<file path="src/rtl/iob_sync_asym_fifo_ctl_pkg.sv">
// Shared helpers and width-derivation functions for the asymmetric FIFO controller and its RAM.
package iob_sync_asym_fifo_ctl_pkg;

    function automatic int unsigned max_fn(input int unsigned a, input int unsigned b);
        return (a > b) ? a : b;
    endfunction

    function automatic int unsigned min_fn(input int unsigned a, input int unsigned b);
        return (a < b) ? a : b;
    endfunction

    function automatic int unsigned clog2_fn(input int unsigned x);
        int unsigned r;
        r = 0;
        while ((1 << r) < x) r++;
        return r;
    endfunction

    function automatic bit is_pow2(input int unsigned x);
        return (x != 0) && ((x & (x - 1)) == 0);
    endfunction

    // Derived constants: MIN_W, MAX_W, WR and RR for a given write/read width pair.
    function automatic int unsigned min_w_of(input int unsigned w_w, input int unsigned r_w);
        return min_fn(w_w, r_w);
    endfunction

    function automatic int unsigned max_w_of(input int unsigned w_w, input int unsigned r_w);
        return max_fn(w_w, r_w);
    endfunction

    function automatic int unsigned wr_of(input int unsigned w_w, input int unsigned r_w);
        return w_w / min_fn(w_w, r_w);
    endfunction

    function automatic int unsigned rr_of(input int unsigned w_w, input int unsigned r_w);
        return r_w / min_fn(w_w, r_w);
    endfunction

endpackage

</file>
<file path="src/rtl/iob_ram_2p_asym.sv">
// Simple dual-port RAM of MIN_W-bit entries with asymmetric write/read ports and a
// registered read port; sub-word lane order is chosen by BIG_ENDIAN.
module iob_ram_2p_asym
    import iob_sync_asym_fifo_ctl_pkg::*;
#(
    parameter int unsigned W_DATA_W   = 32,
    parameter int unsigned R_DATA_W   = 8,
    parameter int unsigned ADDR_W     = 6,
    parameter int unsigned BIG_ENDIAN = 0
) (
    input  logic                clk,
    input  logic                rst,
    input  logic                w_en,
    input  logic [ADDR_W-1:0]   w_addr,
    input  logic [W_DATA_W-1:0] w_data,
    input  logic                r_en,
    input  logic [ADDR_W-1:0]   r_addr,
    output logic [R_DATA_W-1:0] r_data
);

    localparam int unsigned MIN_W = min_w_of(W_DATA_W, R_DATA_W);
    localparam int unsigned WR    = wr_of(W_DATA_W, R_DATA_W);
    localparam int unsigned RR    = rr_of(W_DATA_W, R_DATA_W);
    localparam int unsigned DEPTH = 1 << ADDR_W;

    logic [MIN_W-1:0]    mem [DEPTH];
    logic [R_DATA_W-1:0] r_word;

    // Bit offset of sub-word idx inside a word made of 'lanes' sub-words.
    function automatic int unsigned lane_pos(input int unsigned idx, input int unsigned lanes);
        return ((BIG_ENDIAN != 0) ? (lanes - 1 - idx) : idx) * MIN_W;
    endfunction

    // Pointers stay WR-aligned, so the address sum wraps cleanly within the array.
    always_ff @(posedge clk) begin
        if (w_en) begin
            for (int unsigned i = 0; i < WR; i++) begin
                mem[w_addr + ADDR_W'(i)] <= w_data[lane_pos(i, WR) +: MIN_W];
            end
        end
    end

    always_comb begin
        r_word = '0;
        for (int unsigned i = 0; i < RR; i++) begin
            r_word[lane_pos(i, RR) +: MIN_W] = mem[r_addr + ADDR_W'(i)];
        end
    end

    always_ff @(posedge clk) begin
        if (rst) begin
            r_data <= '0;
        end else if (r_en) begin
            r_data <= r_word;
        end
    end

endmodule

</file>
<file path="src/rtl/iob_sync_asym_fifo_ctl.sv">
// Single-clock asymmetric-width FIFO: pointers, occupancy, status flags and sticky error
// flags around an asymmetric dual-port RAM.
module iob_sync_asym_fifo_ctl
    import iob_sync_asym_fifo_ctl_pkg::*;
#(
    parameter int unsigned W_DATA_W   = 32,
    parameter int unsigned R_DATA_W   = 8,
    parameter int unsigned ADDR_W     = 6,
    parameter int unsigned AFULL_TH   = (1 << ADDR_W) - 2 * wr_of(W_DATA_W, R_DATA_W),
    parameter int unsigned AEMPTY_TH  = 2 * rr_of(W_DATA_W, R_DATA_W),
    parameter int unsigned BIG_ENDIAN = 0
) (
    input  logic                clk,
    input  logic                rst,
    input  logic [W_DATA_W-1:0] w_data,
    input  logic                w_en,
    output logic                w_full,
    output logic                w_afull,
    input  logic                r_en,
    output logic [R_DATA_W-1:0] r_data,
    output logic                r_valid,
    output logic                r_empty,
    output logic                r_aempty,
    output logic [ADDR_W:0]     level,
    output logic                overflow,
    output logic                underflow
);

    localparam int unsigned MIN_W = min_w_of(W_DATA_W, R_DATA_W);
    localparam int unsigned MAX_W = max_w_of(W_DATA_W, R_DATA_W);
    localparam int unsigned WR    = wr_of(W_DATA_W, R_DATA_W);
    localparam int unsigned RR    = rr_of(W_DATA_W, R_DATA_W);
    localparam int unsigned DEPTH = 1 << ADDR_W;

    localparam logic [ADDR_W:0] DEPTH_LV  = (ADDR_W + 1)'(DEPTH);
    localparam logic [ADDR_W:0] WR_LV     = (ADDR_W + 1)'(WR);
    localparam logic [ADDR_W:0] RR_LV     = (ADDR_W + 1)'(RR);
    localparam logic [ADDR_W:0] AFULL_LV  = (ADDR_W + 1)'(AFULL_TH);
    localparam logic [ADDR_W:0] AEMPTY_LV = (ADDR_W + 1)'(AEMPTY_TH);

    if ((W_DATA_W % MIN_W != 0) || !is_pow2(W_DATA_W / MIN_W) ||
        (R_DATA_W % MIN_W != 0) || !is_pow2(R_DATA_W / MIN_W)) begin : g_bad_width
        $error("iob_sync_asym_fifo_ctl: widths must be MIN_W times a power of two");
    end
    if (ADDR_W < clog2_fn(MAX_W / MIN_W)) begin : g_bad_depth
        $error("iob_sync_asym_fifo_ctl: depth smaller than the wider port");
    end
    if ((AFULL_TH > DEPTH) || (AEMPTY_TH > DEPTH)) begin : g_bad_th
        $error("iob_sync_asym_fifo_ctl: thresholds exceed depth");
    end

    logic [ADDR_W-1:0] w_ptr_q, r_ptr_q;
    logic [ADDR_W:0]   level_q, level_d, free;
    logic              r_valid_q, overflow_q, underflow_q;
    logic              acc_w, acc_r;

    // Flags depend on the registered level only, so there is no same-cycle pass-through.
    always_comb begin
        free     = DEPTH_LV - level_q;
        w_full   = free < WR_LV;
        r_empty  = level_q < RR_LV;
        w_afull  = level_q >= AFULL_LV;
        r_aempty = level_q <= AEMPTY_LV;
        acc_w    = w_en & ~w_full & ~rst;
        acc_r    = r_en & ~r_empty & ~rst;
        level_d  = level_q;
        if (acc_w) level_d = level_d + WR_LV;
        if (acc_r) level_d = level_d - RR_LV;
    end

    always_ff @(posedge clk) begin
        if (rst) begin
            w_ptr_q     <= '0;
            r_ptr_q     <= '0;
            level_q     <= '0;
            r_valid_q   <= 1'b0;
            overflow_q  <= 1'b0;
            underflow_q <= 1'b0;
        end else begin
            level_q     <= level_d;
            r_valid_q   <= acc_r;
            overflow_q  <= overflow_q | (w_en & w_full);
            underflow_q <= underflow_q | (r_en & r_empty);
            if (acc_w) w_ptr_q <= w_ptr_q + ADDR_W'(WR);
            if (acc_r) r_ptr_q <= r_ptr_q + ADDR_W'(RR);
        end
    end

    iob_ram_2p_asym #(
        .W_DATA_W   (W_DATA_W),
        .R_DATA_W   (R_DATA_W),
        .ADDR_W     (ADDR_W),
        .BIG_ENDIAN (BIG_ENDIAN)
    ) u_ram (
        .clk    (clk),
        .rst    (rst),
        .w_en   (acc_w),
        .w_addr (w_ptr_q),
        .w_data (w_data),
        .r_en   (acc_r),
        .r_addr (r_ptr_q),
        .r_data (r_data)
    );

    assign level     = level_q;
    assign r_valid   = r_valid_q;
    assign overflow  = overflow_q;
    assign underflow = underflow_q;

endmodule

</file>
<file path="config.mk">
export PLATFORM = sky130hd
export DESIGN_NAME = iob_sync_asym_fifo_ctl
export DESIGN_NICKNAME = d
export VERILOG_FILES = /design/src/rtl/iob_sync_asym_fifo_ctl_pkg.sv /design/src/rtl/iob_ram_2p_asym.sv /design/src/rtl/iob_sync_asym_fifo_ctl.sv
export SDC_FILE = /design/constraint.sdc
export NUM_CORES = 1
export LEC_CHECK = 0
export BUFFER_PORTS_ARGS = -buffer_cell sky130_fd_sc_hd__buf_2
export CORE_ASPECT_RATIO = 1.1
export CORE_MARGIN = 5
export CORE_UTILIZATION = 45
export DETAILED_ROUTE_END_ITERATION = 8
export GPL_TIMING_DRIVEN = 0
export PLACE_DENSITY = 0.72
export SYNTH_ARGS = -nofsm -noshare
export SYNTH_HDL_FRONTEND = slang
export SYNTH_SLANG_ARGS = --single-unit
</file>
<file path="constraint.sdc">
create_clock -name clk -period 6 [get_ports clk]
set_input_delay 0.9 -clock clk [delete_from_list [all_inputs] [get_ports clk]]
set_output_delay 0.9 -clock clk [all_outputs]
set_load 0.05 [all_outputs]
</file>
==> run_results.csv <==
group,metric,value,unit
run_status,outcome,"complete, no violations",
synthesis,synth_top_cell_by_area,"edfxtp_1",
power,power_frac_comb,0.223,
critical_path,cpMostUsedCell,"buf_6",
critical_path,path_max_fanout,11,
power,swShare,0.286,
cts,cts_setup_buffers,0,
synthesis,yosys_most_used_dff,"edfxtp_1",
floorplan,fp.coreArea,46600,um^2
global_routing,grt-ovfl-total,0,
drt,vias,11000,
power,p_total,9.68,mW
synthesis,synth_cells,993,
sta,rsz0062_at_grt,"false",
synthesis,syn_area_per_cell,21.3,um^2
place,placed_cells_incl_taps,1669,
critical_path,path_class,"flop to flop",
layout,final_common_cell,"edfxtp_1",
drt,final_antenna_net_count,0,
place,dp_slack,1.68,ns
power,power.internal,6.91,mW
global_routing,antenna_found_initial,2,
floorplan,rows,83,
cts,numCtsBuffers,54,
power,switchingPower,2.77,mW
drt,viasPerCell,6.24,
global_routing,met1_usage,0.272,
job,drv_cap,0,
global_routing,grt_start_max_net_pins,25,
synthesis,synth_top_area_share,0.727,
power,power.share.clock,0.330,
global_routing,grt_pass1_wl,76900,um
sta,whs,0.472,ns
floorplan,die_x,217,um
place,placed_area,22700,um^2
global_routing,grt_use_total,0.205,
critical_path,start_kind,"flop",
global_routing,use_met2,0.344,
layout,layout.cells.non_filler,1767,
synthesis,synth_warnings,0,
cts,cts_tree,"done",
cts,ctsHoldBuffers,0,
layout,num-fill-cells,3507,
drt,firstDrtPassIters,6,
global_routing,grt_pass1_vias,11100,
sta,setup_viol_count_final,0,
synthesis,ys_ff_latch,540,
cts,cts_buffer_depth,3,
drt,routedWlPerCell,29.9,um
sta,min_period,4.34,ns
sta,hold_violations,0,
sta,layout_setup_ws,1.66,ns
layout,most-common-layout-cells,"edfxtp_1 (512), mux4_2 (144), buf_2 (60), clkbuf_16 (55), clkbuf_1 (47)",
synthesis,synth-seq-area-share,0.754,
layout,final_cell_area,24400,um^2
synthesis,synth_area,21100,um^2
critical_path,worstPathArrival,4.62,ns
synthesis,synthTopCellsByArea,"edfxtp_1 (73%), mux4_2 (15%), dfxtp_1 (2.7%)",
cts,cts_resized,0,
sta,worstMarginPinSlew,1.39,ns
synthesis,async_flop_share,0,
critical_path,worst-endpoint-required,6.28,ns
critical_path,path_delay_family,"simple AND/OR/NAND/NOR gates",
power,ir_drop,0.244,mV
synthesis,synth_nets,1035,
layout,synthToLayoutAreaGrowth,15.3,%
global_routing,grt_use_met3,0.0417,
sta,slew_viol_final,0,
place,dpl.hpwl,33000,um
floorplan,die_area,51400,um^2
place,port_buffers,57,
critical_path,critPathBufInv,5,
critical_path,crit_chain,"clkbuf_1, inv_1, ha_1, nor4bb_1, a311oi_1, a2111oi_4, or2_1, buf_4, or3_1, nor3_2, buf_6, buf_6",
cts,clkSlewWorstSetupHoldPaths,0.06,ns
sta,finClkSkew,0.0221,ns
cts,clock-sinks,540,
drt,wl,52800,um
power,powerDensity,397,nW/um^2
drt,drc,0,
power,seqPwrFrac,0.448,
floorplan,io_pins,58,
worst_hold_path,hp-class,"flop to flop",
place,place_congestion,0.830,
power,leakage,7.50,nW
critical_path,cp_slowest_stage_delay,0.64,ns
floorplan,initial_utilization,0.453,
sta,max_freq,0.230,GHz
synthesis,ys_types,49,
floorplan,die_h,237,um
cts,clk_latency,0.60,ns
critical_path,cp_slowest_cell,"nor3_2",
layout,fin_nets,1172,
sta,finalCritPeriodShare,0.723,
cts,cts-root-buf,"clkbuf_16",
critical_path,end_kind,"flop",
drt,drt_iter0_markers,1431,
sta,relSlewSlack,0.0725,
synthesis,synth_edf_count,512,
cts,htree_levels,2,
global_routing,grt_busiest_layer,"met2",
layout,drive_gt1_frac,0.291,
sequential cells by signal, summed over array words and instances (netlist names):
name	count
w_ptr_q	4
r_ptr_q	6
underflow	1
level	7
u_ram.mem	512
u_ram.r_data	8
r_valid	1
overflow	1
tightest hold or removal path: stages, from the launching register on:
cell and delay [ns]:
dfxtp_1 0.32, a21oi_1 0.04, nor2_1 0.07
stage by stage:
step | TNS (ns) | util
floorplan | 0 | -
global placement | -85.88 | 0.475
detailed placement | 0 | 0.487
CTS | 0 | 0.522
global route | 0 | 0.523
finish | 0 | 0.523
cell type report:
cell class,instances,area (um^2),share of cell area
multi-input combinational,386,5040,0.207
tap,595,744,0.0306
clock buffer,69,1430,0.0586
clock inverter,27,226,0.00929
inverter,8,30.0,0.00123
timing repair buffer,81,713,0.0293
buffer,59,239,0.00981
antenna,2,5.00,0.000205
sequential,540,15900,0.654
kinds of logic after synthesis:
logic type | after synthesis | synth area share
muxes | 177 | 0.170
adders and majority gates | 6 | 0.00355
and+or+nand+nor | 101 | 0.0236
DFF | 540 | 0.754
AOI/OAI and AO/OA | 84 | 0.0288
xor gates and xnor gates | 18 | 0.00746
buffers and inverters | 67 | 0.0126
power by group through the flow:
stage                     sequential, mW  clock [mW]  combinational (mW)
final                               4.34        3.19                2.15
after global routing                4.35        3.41                2.27
after CTS                           4.33        3.25                2.15
after detailed placement            4.41           0                2.14
after global placement              4.41           0                2.08
after floorplan                     4.57           0                1.28
cells in the mapped netlist, drive strengths merged, types with 3 or more instances:
cell type	n
nand2b	7
xnor2	7
clkbuf	35
nor2	37
o211ai	16
mux2	16
ha	6
edfxtp	512
mux2i	17
buf	24
nand2	22
a22oi	8
dfxtp	28
a21oi	22
nand4	3
inv	8
nor4bb	3
a31oi	3
o21ai	9
a221o	8
nor3	10
mux4	144
xor2	11
o2111ai	8
or3	3
routing by layer:
metal | share of wire | routed length (um)
met1 | 0.37 | 19600
met2 | 0.50 | 26600
met3 | 0.093 | 4930
met4 | 0.031 | 1650
met5 | 0 | 0
path summary, 6_finish.rpt:
check | start | to | slack, ns | cells after the start
worst min-delay path | underflow | underflow | 0.47 | 2
worst min register to register | underflow | underflow | 0.47 | 2
worst max-delay path | level[2] | u_ram.mem[2][7] | 1.66 | 12
worst max register to register | level[2] | u_ram.mem[2][7] | 1.66 | 12
No activity file was read; power rests on OpenSTA's default activity.
